[config.mk]
export PLATFORM = sky130hd
export DESIGN_NAME = alu_arbiter
export DESIGN_NICKNAME = d
export VERILOG_FILES = /design/src/rtl/alu_arbiter_pkg.sv /design/src/rtl/alu_arbiter_rr_arb2.sv /design/src/rtl/alu_arbiter.sv
export SDC_FILE = /design/constraint.sdc
export NUM_CORES = 1
export LEC_CHECK = 0
export BUFFER_PORTS_ARGS = -buffer_cell sky130_fd_sc_hd__buf_2
export CORE_MARGIN = 2
export CORE_UTILIZATION = 40
export DETAILED_ROUTE_END_ITERATION = 10
export GPL_ROUTABILITY_DRIVEN = 0
export PLACE_DENSITY = 0.84
export REMOVE_ABC_BUFFERS = 1
export SLEW_MARGIN = 20
export SYNTH_ARGS = -nofsm -noshare
export SYNTH_HDL_FRONTEND = slang
export SYNTH_HIERARCHICAL = 1
export SYNTH_SLANG_ARGS = --single-unit
export TNS_END_PERCENT = 5
[constraint.sdc]
create_clock -name clk -period 2 [get_ports clk]
set_clock_uncertainty 0.2 [all_clocks]
set_input_delay 0.2 -clock clk [delete_from_list [all_inputs] [get_ports clk]]
set_output_delay 0.2 -clock clk [all_outputs]
set_load 0.02 [all_outputs]
[src/rtl/alu_arbiter_pkg.sv]
`default_nettype none
// ============================================================================
// Module      : alu_arbiter_pkg
// Description : Shared definitions for the ALU arbiter. Holds the ALU control
//               codes, the shift-source select bit, the arbiter FSM state
//               encodings and the bit positions inside the captured flags.
// Revision    : 1.0 - initial release
// ============================================================================
package alu_arbiter_pkg;

  // Operation codes carried in ctrl[2:0]; the arbiter passes them through.
  typedef enum logic [2:0] {
    ALU_ADD  = 3'b000,
    ALU_NEG  = 3'b001,
    ALU_AND  = 3'b010,
    ALU_XOR  = 3'b011,
    ALU_SLL  = 3'b100,
    ALU_SRL  = 3'b101,
    ALU_SRA  = 3'b110,
    ALU_DIFF = 3'b111
  } alu_op_e;

  // ctrl bit that selects the immediate shamt as the shift source.
  localparam int ALU_SHAMT_SEL = 3;

  typedef enum logic [1:0] {
    ST_IDLE = 2'd0,
    ST_EXEC = 2'd1,
    ST_RESP = 2'd2
  } state_e;

  // Bit positions inside rsp_flags = {carry, neg, zero}.
  localparam int FLAG_CARRY = 2;
  localparam int FLAG_NEG   = 1;
  localparam int FLAG_ZERO  = 0;

  function automatic logic alu_uses_shamt(input logic [3:0] ctrl);
    return ctrl[ALU_SHAMT_SEL];
  endfunction

endpackage
`default_nettype wire

[src/rtl/alu_arbiter_rr_arb2.sv]
`default_nettype none
// ============================================================================
// Module      : rr_arb2
// Description : Two-input round-robin grant. A single request is granted
//               directly; when both request, the pointer decides. On an
//               accepted grant the pointer moves to the other requester.
// Ports       : clk, rst (sync, active-low)
//               i_req[1:0]   request vector
//               i_accept     the current grant was taken this cycle
//               o_gnt[1:0]   one-hot grant (zero when nothing requests)
// Revision    : 1.0 - initial release
// ============================================================================
module rr_arb2
  import alu_arbiter_pkg::*;
(
  input  logic       clk,
  input  logic       rst,
  input  logic [1:0] i_req,
  input  logic       i_accept,
  output logic [1:0] o_gnt
);

  logic r_ptr;

  always_comb begin
    o_gnt = i_req;
    if (i_req == 2'b11) begin
      o_gnt = r_ptr ? 2'b10 : 2'b01;
    end
  end

  // Pointer becomes ~owner; owner is 0 exactly when o_gnt[0] is set.
  always_ff @(posedge clk) begin
    if (!rst) begin
      r_ptr <= 1'b0;
    end else if (i_accept) begin
      r_ptr <= o_gnt[0];
    end
  end

endmodule
`default_nettype wire

[src/rtl/alu_arbiter.sv]
`default_nettype none
// ============================================================================
// Module      : alu_arbiter
// Description : Shares one combinational ALU between two requesters. One
//               operation is accepted at a time (valid/ready), its operands
//               are registered onto the ALU, held for SETTLE_CYC cycles, and
//               the result and flags are captured and returned to the owner
//               through a per-requester response handshake.
// Ports       : clk, rst (sync, active-low)
//               i_reqN_valid/o_reqN_ready, i_reqN_inp1/inp2/shamt/ctrl
//               o_alu_inp1/inp2/shamt/ctrl  -> ALU
//               i_alu_out, i_alu_carry/neg/zero <- ALU
//               o_rspN_valid/i_rspN_ready, o_rsp_data, o_rsp_flags
// Revision    : 1.0 - initial release
// ============================================================================
module alu_arbiter
  import alu_arbiter_pkg::*;
#(
  parameter int DATA_W     = 32,
  parameter int SETTLE_CYC = 1
) (
  input  logic              clk,
  input  logic              rst,
  input  logic              i_req0_valid,
  output logic              o_req0_ready,
  input  logic [DATA_W-1:0] i_req0_inp1,
  input  logic [DATA_W-1:0] i_req0_inp2,
  input  logic [4:0]        i_req0_shamt,
  input  logic [3:0]        i_req0_ctrl,
  input  logic              i_req1_valid,
  output logic              o_req1_ready,
  input  logic [DATA_W-1:0] i_req1_inp1,
  input  logic [DATA_W-1:0] i_req1_inp2,
  input  logic [4:0]        i_req1_shamt,
  input  logic [3:0]        i_req1_ctrl,
  output logic [DATA_W-1:0] o_alu_inp1,
  output logic [DATA_W-1:0] o_alu_inp2,
  output logic [4:0]        o_alu_shamt,
  output logic [3:0]        o_alu_ctrl,
  input  logic [DATA_W-1:0] i_alu_out,
  input  logic              i_alu_carry,
  input  logic              i_alu_neg,
  input  logic              i_alu_zero,
  output logic              o_rsp0_valid,
  output logic              o_rsp1_valid,
  input  logic              i_rsp0_ready,
  input  logic              i_rsp1_ready,
  output logic [DATA_W-1:0] o_rsp_data,
  output logic [2:0]        o_rsp_flags
);

  localparam logic [3:0] c_cnt_init = 4'(SETTLE_CYC - 1);

  state_e            r_state;
  state_e            w_state_nxt;
  logic [3:0]        r_cnt;
  logic              r_owner;
  logic [1:0]        r_rsp_valid;
  logic [DATA_W-1:0] r_alu_inp1;
  logic [DATA_W-1:0] r_alu_inp2;
  logic [4:0]        r_alu_shamt;
  logic [3:0]        r_alu_ctrl;
  logic [DATA_W-1:0] r_rsp_data;
  logic [2:0]        r_rsp_flags;

  logic [1:0]        w_gnt;
  logic [1:0]        w_ready;
  logic              w_accept;
  logic              w_rsp_ack;
  logic [2:0]        w_flags;

  rr_arb2 u_rr_arb2 (
    .clk      (clk),
    .rst      (rst),
    .i_req    ({i_req1_valid, i_req0_valid}),
    .i_accept (w_accept),
    .o_gnt    (w_gnt)
  );

  // Ready is also held low while reset is asserted so nothing looks accepted
  // during a reset hold.
  assign w_ready   = (rst && (r_state == ST_IDLE)) ? w_gnt : 2'b00;
  assign w_accept  = |w_ready;
  // Only the owner's response ready matters.
  assign w_rsp_ack = r_owner ? i_rsp1_ready : i_rsp0_ready;

  always_comb begin
    w_flags             = 3'b000;
    w_flags[FLAG_CARRY] = i_alu_carry;
    w_flags[FLAG_NEG]   = i_alu_neg;
    w_flags[FLAG_ZERO]  = i_alu_zero;
  end

  always_ff @(posedge clk) begin
    if (!rst) begin
      r_state <= ST_IDLE;
    end else begin
      r_state <= w_state_nxt;
    end
  end

  always_comb begin
    w_state_nxt = r_state;
    case (r_state)
      ST_IDLE: if (w_accept)         w_state_nxt = ST_EXEC;
      ST_EXEC: if (r_cnt == 4'd0)    w_state_nxt = ST_RESP;
      ST_RESP: if (w_rsp_ack)        w_state_nxt = ST_IDLE;
      default:                       w_state_nxt = ST_IDLE;
    endcase
  end

  // Operand, counter and response registers. ALU operands change only on
  // accept, so the ALU sees stable inputs through EXEC and RESP.
  always_ff @(posedge clk) begin
    if (!rst) begin
      r_cnt       <= 4'd0;
      r_owner     <= 1'b0;
      r_rsp_valid <= 2'b00;
      r_alu_inp1  <= '0;
      r_alu_inp2  <= '0;
      r_alu_shamt <= '0;
      r_alu_ctrl  <= '0;
      r_rsp_data  <= '0;
      r_rsp_flags <= '0;
    end else begin
      case (r_state)
        ST_IDLE: begin
          if (w_accept) begin
            if (w_ready[1]) begin
              r_alu_inp1  <= i_req1_inp1;
              r_alu_inp2  <= i_req1_inp2;
              r_alu_shamt <= i_req1_shamt;
              r_alu_ctrl  <= i_req1_ctrl;
            end else begin
              r_alu_inp1  <= i_req0_inp1;
              r_alu_inp2  <= i_req0_inp2;
              r_alu_shamt <= i_req0_shamt;
              r_alu_ctrl  <= i_req0_ctrl;
            end
            r_owner <= w_ready[1];
            r_cnt   <= c_cnt_init;
          end
        end
        ST_EXEC: begin
          if (r_cnt == 4'd0) begin
            r_rsp_data           <= i_alu_out;
            r_rsp_flags          <= w_flags;
            r_rsp_valid[r_owner] <= 1'b1;
          end else begin
            r_cnt <= r_cnt - 4'd1;
          end
        end
        ST_RESP: begin
          if (w_rsp_ack) begin
            r_rsp_valid <= 2'b00;
          end
        end
        default: ;
      endcase
    end
  end

  assign o_req0_ready = w_ready[0];
  assign o_req1_ready = w_ready[1];
  assign o_alu_inp1   = r_alu_inp1;
  assign o_alu_inp2   = r_alu_inp2;
  assign o_alu_shamt  = r_alu_shamt;
  assign o_alu_ctrl   = r_alu_ctrl;
  assign o_rsp0_valid = r_rsp_valid[0];
  assign o_rsp1_valid = r_rsp_valid[1];
  assign o_rsp_data   = r_rsp_data;
  assign o_rsp_flags  = r_rsp_flags;

endmodule
`default_nettype wire

======== Word-level counts from Yosys, hierarchy flattened ========
Index checks and enable logic that the tools add are counted.
storage, ports and cells
  bits in read-only memories .............. 0
  bits in writable memories ............... 0
  logic and storage cells ................. 53
  memories kept ........................... 0
  bits in latches ......................... 0
  register bits ........................... 118
operators by class
  divide/modulo/power cells ............... 0
  $lt $le $gt $ge ......................... 2
  shift operators ......................... 0
  add/subtract/negate cells ............... 1
  eq/ne operators ......................... 7
  multiplexer cells ....................... 19
  $mul .................................... 0
  reductions and logical operators ........ 12
  bitwise gates (word level) .............. 1
operator list
  operator               count
  $mux W32               2
  $mux W2                7
  $mux W4                3
  $reduce_and A3 Y1      3
  $pmux W4 S2            1
  $ne A2 B2 Y1 const B   3
  $pmux W2 S3            1
  $mux W5                1
  $eq A2 B2 Y1 const B   2
  $logic_not A4 Y1       1
  $pmux W2 S2            1
  $reduce_and A2 Y1      2
  $reduce_bool A2 Y1     2
  $sub A4 B1 Y4 const B  1
  $eq A2 B1 Y1 const B   1
  $logic_and A1 B1 Y1    2
  $logic_not A2 Y1       1
  $lt A1 B2 Y1 const B   1
  $mux W1                2
  $ne A2 B1 Y1 const B   1
  $or A2 B2 Y2           1
  $reduce_or A2 Y1       1
  $demux W1 S1           1
  $ge A1 B1 Y1 const B   1

======== Depth between registers and ports, before layout ========
Gate-level depths: netlist of run 1.
  depth in word-level cells ............... 7
  gate-level depth with buffers ........... 9

======== By module ========
Netlist of run 1, hierarchy kept.
modules (own cells, without submodules)
  module       area each (um^2)  instances  cells an instance
  alu_arbiter  5037.3            1          629
  rr_arb2      60.1              1          6

======== Worst setup path before layout of run 1 ========
Ideal clock, no wire load.
  kind .................................... register to register
  start point ............................. register u_rr_arb2.r_ptr
  end point ............................... register u_rr_arb2.r_ptr
  arrival time ............................ 1.568 ns
  cell stages (with the launch flop) ...... 10
  buffers on the path ..................... 3
  required time ........................... 1.685 ns
  slack ................................... 0.116 ns
  path through ............................ dfxtp_1 inv_1 a21boi_0 or2_0 clkbuf_1 and2_1 clkbuf_1 buf_2 and3b_1 a31o_1
on the way
  longest elaborated chain between the ends .. 4
RTL lines
  item                      line                       RTL
  start: declaration        alu_arbiter_rr_arb2.sv:23  logic r_ptr;
  start signal: assignment  alu_arbiter_rr_arb2.sv:37  r_ptr <= o_gnt[0];
  $mux W2                   alu_arbiter_rr_arb2.sv:28  o_gnt = r_ptr ? 2'b10 : 2'b01;
  $mux W2                   alu_arbiter_rr_arb2.sv:27  if (i_req == 2'b11) begin
  net w_gnt[1]              alu_arbiter.sv:66          logic [1:0] w_gnt;
  $mux W2                   alu_arbiter.sv:82          assign w_ready = (rst && (r_state == ST_IDLE)) ? w_gnt : 2'b00;
  $reduce_or A2 Y1          alu_arbiter.sv:83          assign w_accept = |w_ready;
  net w_accept              alu_arbiter.sv:68          logic w_accept;
The timed path passes the listed nets, and every way through them passes these cells.
A chain may end at the register's enable or synchronous reset.

======== Worst setup path after layout of run 1 ========
  start point ............................. register u_rr_arb2.r_ptr
  end point ............................... output port o_req1_ready
on the way
  longest elaborated chain between the ends .. 3
RTL lines
  item              line                       RTL
  $mux W2           alu_arbiter_rr_arb2.sv:28
  $mux W2           alu_arbiter_rr_arb2.sv:27
  net w_gnt[1]      alu_arbiter.sv:66
  $mux W2           alu_arbiter.sv:82
  end: declaration  alu_arbiter.sv:31          output logic o_req1_ready,
The timed path passes the listed nets, and every way through them passes these cells.

==> results_dict.tcl, run 1 <==
set metrics [dict create \
    endpoint_kind "output port" \
    final_antenna_net_count 0 \
    peakVddDrop_uv 524 \
    cts_tree "built" \
    synthArstFlopShare_pct 0 \
    wl_per_cell_um 19.9 \
    p_seq_share_pct 36.3 \
    seq_area_frac_synth_pct 46.3 \
    area_growth_pct 85.5 \
    cts_buffers 17 \
    syn_inst 635 \
    port-buffer-count 298 \
    die_area_um2 13700 \
    viasPerCell 5.85 \
    vias 7489 \
    cpLargestDelayFamily "buffers and inverters" \
    ys_seq_elements 118 \
    dpl.hpwl_um 11900 \
    die_w_um 117 \
    worst-path-max-fanout 11 \
    ioPinCount 299 \
    dr.pass1.iters 5 \
    final_max_slew_viol_count 0 \
    fin_util_pct 75.5 \
    grt_max_degree 61 \
    switching_share_pct 29.7 \
    critPathKind "register to output port" \
    cp_cell_sequence "inv_1 > a21boi_2 > buf_4 > nand4bb_4 > inv_4 > buf_12 > buf_6" \
    grt_usage_pct 34.8 \
    drt-initial-drc-count 865 \
    antenna_found_initial 0 \
    start_util_pct 40.7 \
    power_switching_w 0.00219 \
    leakagePower_nw 4.25 \
    clk_path_buf_depth 2 \
    met3_usage_pct 12.2 \
    syn-cell-area_um2 5100 \
    met2_usage_pct 54.6 \
    clk_latency_ns 0.41 \
    max-slew-margin-rel_pct 74.1 \
    drt-total-wl_um 25500 \
    fmax_mhz 501 \
    root_buffer "clkbuf_16" \
    p_int_w 0.00517 \
    required_ns 1.60 \
    yosysUniqueCellTypes 37 \
    clkTransAtPathRegs_ns 0.05 \
    diodes 0 \
    critPathLaunchType "register" \
    cp_num_buf_inv 5 \
    arrival_ns 1.60 \
    grt_pass1_vias 7131 \
    drive_gt1_share_pct 34.5 \
    final_hold_viol_count 0 \
    setup_viol 0 \
    fillerInstances 789 \
    max_cap_violations 0 \
    die_h_um 117 \
    min_path_type "primary input to register" \
    syn_avg_cell_area_um2 8.03 \
    grt_setup_unrepaired "yes" \
    crit_path_max_incr_delay_ns 0.34 \
    drc 0 \
    crit_slowest_cell "dfxtp_2" \
    holdWs_ns 0.0153 \
    yosys_warnings 6 \
    cts_sinks 118 \
    rows 41 \
    top_usage_layer "met2" \
    tightestPinTransition_ns 0.388 \
    grt_first_pass_wirelength_um 36700 \
    grtUsageMet1_pct 39.7 \
    h-tree-depth 4 \
    synth-edff-count 0 \
    synth_flop_cell "dfxtp_1" \
    r2r-start "u_rr_arb2/r_ptr$_SDFFE_PN0P_" \
    status "finished clean" \
    power.share.clock_pct 38.0 \
    power.density_nw_per_um2 778 \
    finalNetCount 1288 \
    crit_start "u_rr_arb2/r_ptr$_SDFFE_PN0P_" \
    fin_crit_sh_pct 99.9 \
    coreArea_um2 12500 \
    layout_min_cycle_time_ns 2.00 \
    power_frac_comb_pct 25.7 \
    grt_remaining_overflow 0 \
    worst_hold_startpoint "rst" \
]
## cell type report
class	instances	area [um^2]	area share [%]
well taps	172	215	2.28
multi-input cells	440	2500	26.4
clock buffers	24	482	5.10
flip-flops and latches	118	2370	25.0
inverters	7	30.0	0.318
repair buffers	515	3810	40.3
clock inverters	5	50.0	0.529
## power by group through the flow
| stage | Sequential [W] | Clock, W | Combinational [W] |
|---|---|---|---|
| floorplan | 0.00292 | 0 | 0.000524 |
| global placement | 0.00269 | 0 | 0.00137 |
| detailed placement | 0.00269 | 0 | 0.00138 |
| CTS | 0.00265 | 0.00280 | 0.00171 |
| global route | 0.00269 | 0.00293 | 0.00198 |
| finish | 0.00267 | 0.00280 | 0.00189 |
## worst min-delay path, cell delays in order
cell	delay [ns]
buf_2	0.18
clkinv_2	0.14
a21oi_1	0.05
## cell usage after synthesis (all sizes together) (3+ instances only)
master	count	area, um^2
and2	3	18.8
a311oi	73	639
a21oi	110	551
inv	6	22.5
buf	24	145
dfxtp	118	2360
a31o	3	26.3
o21ai	37	185
nand2b	3	18.8
nand2	148	556
nor3b	3	27.5
nand3	35	175
clkbuf	46	173
## worst paths after layout
| kind | slack (ns) | end | depth (start not counted) |
|---|---|---|---|
| worst max-delay path | 0.002 | o_req1_ready | 7 |
| worst min-delay path | 0.02 | r_state[1]$_SDFFE_PN0P_ | 3 |
| worst max register to register | 0.03 | o_alu_inp1[28]$_SDFFE_PN0P_ | 9 |
| worst min register to register | 0.27 | r_rsp_valid[1]$_SDFFE_PN0P_ | 2 |
## stage by stage
step                      cells  cell area (um^2)  TNS, ns  setup WS [ns]  total power [W]
final                      1281              9450        0        0.00217          0.00736
after global routing       1281              9450   -0.171        -0.0615          0.00760
after CTS                  1275              9280        0        0.00189          0.00716
after detailed placement   1056              6810        0         0.0881          0.00408
after global placement     1056              6810        0          0.129          0.00406
after floorplan             565              4780  -275.71          -2.83          0.00344
## logic make-up (layout without fill, tap and decap cells)
logic type | count (synthesis) | in the layout | share of synthesized area, %
AOI/OAI and AO/OA | 231 | 231 | 28.7
and+or+nand+nor | 206 | 206 | 17.5
DFF | 118 | 118 | 46.3
buffers and inverters | 77 | 551 | 6.75
adders and majority gates | 2 | 2 | 0.491
muxes | 1 | 1 | 0.196
## registers in the layout (all words and copies together) (netlist names), 3 cells and up
register     count
o_alu_shamt      5
o_alu_ctrl       4
o_rsp_flags      3
r_cnt            4
o_rsp_data      32
o_alu_inp2      32
o_alu_inp1      32
## timing repair
item,in CTS,in global routing
gates resized for setup,9,41
hold endpoints to repair,111,0
endpoints found under the setup margin,2,74
hold buffers,185,0
pin swaps,1,2
gates cloned,1,2
setup buffers,4,4
## metal layers
layer  routed length (um)  part of all wire, %  vias to the layer above
li1                     -                    -                     3228
met1                 9150                   36                     3423
met2                11600                   46                      690
met3                 3080                   12                      148
met5                    0                    0                        -
met4                 1680                  6.6                        0
## layout by cell type, fill, tap and decap left out, types with 3 or more instances in the layout
cell | Yosys | final
a21oi_1 | 110 | 110
a311oi_1 | 73 | 66
a311oi_2 | 0 | 6
buf_12 | 0 | 12
buf_2 | 14 | 296
buf_4 | 10 | 15
buf_6 | 0 | 4
clkbuf_1 | 46 | 4
clkbuf_16 | 0 | 19
clkbuf_8 | 0 | 3
clkinv_2 | 0 | 5
dfxtp_1 | 118 | 115
dfxtp_2 | 0 | 3
dlygate4sd3_1 | 0 | 185
inv_1 | 6 | 5
nand2_1 | 148 | 147
nand2b_1 | 3 | 3
nand3_1 | 35 | 35
o21ai_0 | 37 | 16
o21ai_1 | 0 | 19
Note: power is estimated with default switching activity, not from simulation.
==> run 2, diff against run 1 <==
--- a/config.mk
+++ b/config.mk
@@ -5,6 +5,7 @@
 export SDC_FILE = /design/constraint.sdc
 export NUM_CORES = 1
 export LEC_CHECK = 0
+export ABC_AREA = 1
 export BUFFER_PORTS_ARGS = -buffer_cell sky130_fd_sc_hd__buf_2
 export CORE_MARGIN = 2
 export CORE_UTILIZATION = 40
@@ -15,6 +16,5 @@
 export SLEW_MARGIN = 20
 export SYNTH_ARGS = -nofsm -noshare
 export SYNTH_HDL_FRONTEND = slang
-export SYNTH_HIERARCHICAL = 1
 export SYNTH_SLANG_ARGS = --single-unit
 export TNS_END_PERCENT = 5
==> run 2 against run 1 <==
Effect of this change:
- register-to-register slack improved by 0.10 ns
- first-iteration DRC count grew 16%
- count of clock-buffer cells in the layout did not move
- non-clock buffer count decreased by 17
- critical path depth stayed put
- highest routed layer unchanged
- final cell count is 12% higher
- synthesized area increased by 1.8%
- combinational power is essentially flat
- setup slack better by 0.036 ns
- critical path type unchanged
- largest power group unchanged
- design area about the same
==> results_dict.tcl, run 2 <==
set metrics [dict create \
    status "finished clean" \
    grt_max_degree 113 \
    h-tree-depth 4 \
    synthTopCellsByArea "dfxtp_1 46%, nand2_1 17%, nand3_1 14%" \
    grt_pass1_vias 7868 \
    tightestPinTransition_ns 0.506 \
    grt_remaining_overflow 0 \
    grt_setup_unrepaired "yes" \
    syn_avg_cell_area_um2 6.68 \
    clkTransAtPathRegs_ns 0.06 \
    synth-edff-count 0 \
    cts_sinks 118 \
    post-place-ws_ns 0.0407 \
    coreArea_um2 12600 \
    crit_path_max_incr_delay_ns 0.31 \
    cts_tree "built" \
    viasPerCell 5.43 \
    dpl.hpwl_um 11300 \
    wl_per_cell_um 18.4 \
    drc 0 \
    drive_gt1_share_pct 28.1 \
    antenna_found_initial 0 \
    synth_commonest_cells "235 x nand2_1, 149 x nand3_1, 118 x dfxtp_1" \
    power.density_nw_per_um2 846 \
    grt_first_pass_wirelength_um 40000 \
    final_common_cell "buf_2" \
    synth_top_cell_area_share_pct 45.5 \
    leakagePower_nw 5.26 \
    synth_flop_cell "dfxtp_1" \
    finalPower_w 0.00800 \
    final_hold_viol_count 0 \
    synthArstFlopShare_pct 0 \
    yosys_warnings 0 \
    clk_path_buf_depth 2 \
    port-buffer-count 298 \
    cts_buffers 17 \
    start_util_pct 41.1 \
    place_area_um2 6780 \
    vias 7754 \
    drt-initial-drc-count 1007 \
    endpoint_kind "output port" \
    fin_crit_sh_pct 98.1 \
    fmax_mhz 510 \
    rows 41 \
    max_cap_violations 0 \
    final_max_slew_viol_count 0 \
    min_path_type "primary input to register" \
    ys_seq_elements 118 \
    required_ns 1.60 \
    drt-total-wl_um 26300 \
    die_h_um 118 \
    cp_cell_sequence "inv_1 > nand2_1 > nor2_4 > nand2_4 > inv_4 > buf_12 > buf_4" \
    final_cell_mix "295 x buf_2, 235 x nand2_1, 184 x dlygate4sd3_1" \
    layout_min_cycle_time_ns 1.96 \
    dr.pass1.iters 9 \
    critPathKind "register to output port" \
    stdcell_area_um2 9450 \
    yosysMostFrequentCell "nand2_1" \
    final_antenna_net_count 0 \
    fin_ws_ns 0.0380 \
    root_buffer "clkbuf_16" \
    finalNetCount 1433 \
    seq_area_frac_synth_pct 45.5 \
    syn-cell-area_um2 5190 \
    peakVddDrop_uv 845 \
    critPathLaunchType "register" \
    yosysUniqueCellTypes 20 \
    die_area_um2 13900 \
    syn_inst 777 \
    die_w_um 118 \
    holdWs_ns 0.0782 \
    setup_viol 0 \
    synth.largest_area_cell "dfxtp_1" \
    clk_latency_ns 0.41 \
    diodes 0 \
    max-slew-margin-rel_pct 66.2 \
    arrival_ns 1.56 \
    ff2ff_setup_slack_ns 0.13 \
    area_growth_pct 82.1 \
    worst-path-max-fanout 14 \
    crit_slowest_cell "dfxtp_1" \
    ioPinCount 299 \
    grt_usage_pct 36.2 \
]
==> run 2: cell count changes after synthesis, sizes merged, moves of 21 or more <==
| cell | delta |
|---|---|
| nand2 | +89 |
| a21oi | -101 |
| a311oi | -73 |
| nand3 | +114 |
| clkbuf | -21 |
| inv | +82 |
| nor2 | +81 |
==> run 2: what timing repair did <==
action,CTS,global route
hold buffers,184,0
cloned,4,0
gates resized for setup,5,6
buffers inserted,1,0
pin swaps,1,0
hold endpoints to repair,113,0
endpoints found under the setup margin,2,8
==> run 2: metal layers <==
| metal | GRT usage, % | wire length, um | vias up |
|---|---|---|---|
| li1 | - | - | 3356 |
| met1 | 37.6 | 8830 | 3505 |
| met2 | 60.7 | 12400 | 726 |
| met3 | 13.2 | 3320 | 167 |
| met4 | 25.0 | 1740 | 0 |
| met5 | 0 | 0 | - |
==> run 2: logic make-up (layout without fill, tap and decap cells) <==
family	after synthesis	in the layout	synth area share [%]
buffers and inverters	138	618	11.2
adder cells (fa/ha/maj)	2	2	0.482
AND/OR/NAND/NOR	471	471	38.0
XOR/XNOR	1	1	0.169
flip-flops	118	118	45.5
AO/OA/AOI/OAI	47	47	4.63
==> run 2: area by class of cell <==
class / instances / area [um^2]
clock buffers: 24 / 492
inverters: 88 / 338
clock inverters: 8 / 168
flip-flops and latches: 118 / 2360
well taps: 172 / 215
fillers: 779 / 3170
repair buffers: 498 / 3610
multi-input cells: 521 / 2260
==> run 2: final timing paths <==
check	from	endpoint	cells after the start
worst min register to register	r_cnt[0]$_SDFFE_PN0P_	r_cnt[0]$_SDFFE_PN0P_	1
worst min-delay path	i_req0_valid	u_rr_arb2.r_ptr$_SDFFE_PN0P_	5
worst max-delay path	r_state[0]$_SDFFE_PN0P_	o_req1_ready	7
worst max register to register	r_cnt[0]$_SDFFE_PN0P_	o_rsp_data[23]$_SDFFE_PN0P_	7
==> run 2: worst max-delay path, delay by kind of cell, from the launching register on <==
kind,cells,cell delay [ns]
and+or+nand+nor,3,0.34
buffers and inverters,4,0.50
DFF,1,0.31
==> run 2: through the flow <==
stage          TNS, ns  util [%]  instances
2_1_floorplan   -41.43         -        727
3_3_place_gp         0      53.7       1208
3_5_place_dp         0      53.7       1208
4_1_cts              0      74.8       1429
5_1_grt        -0.0234      74.9       1429
6_report             0      74.9       1429
==> run 2: report_power, final <==
group	switching (W)	total, W	internal, W	leakage [nW]
combinational	0.00109	0.00189	0.000803	3.98
sequential	0.000131	0.00270	0.00257	0.966
clock	0.00107	0.00341	0.00234	0.320
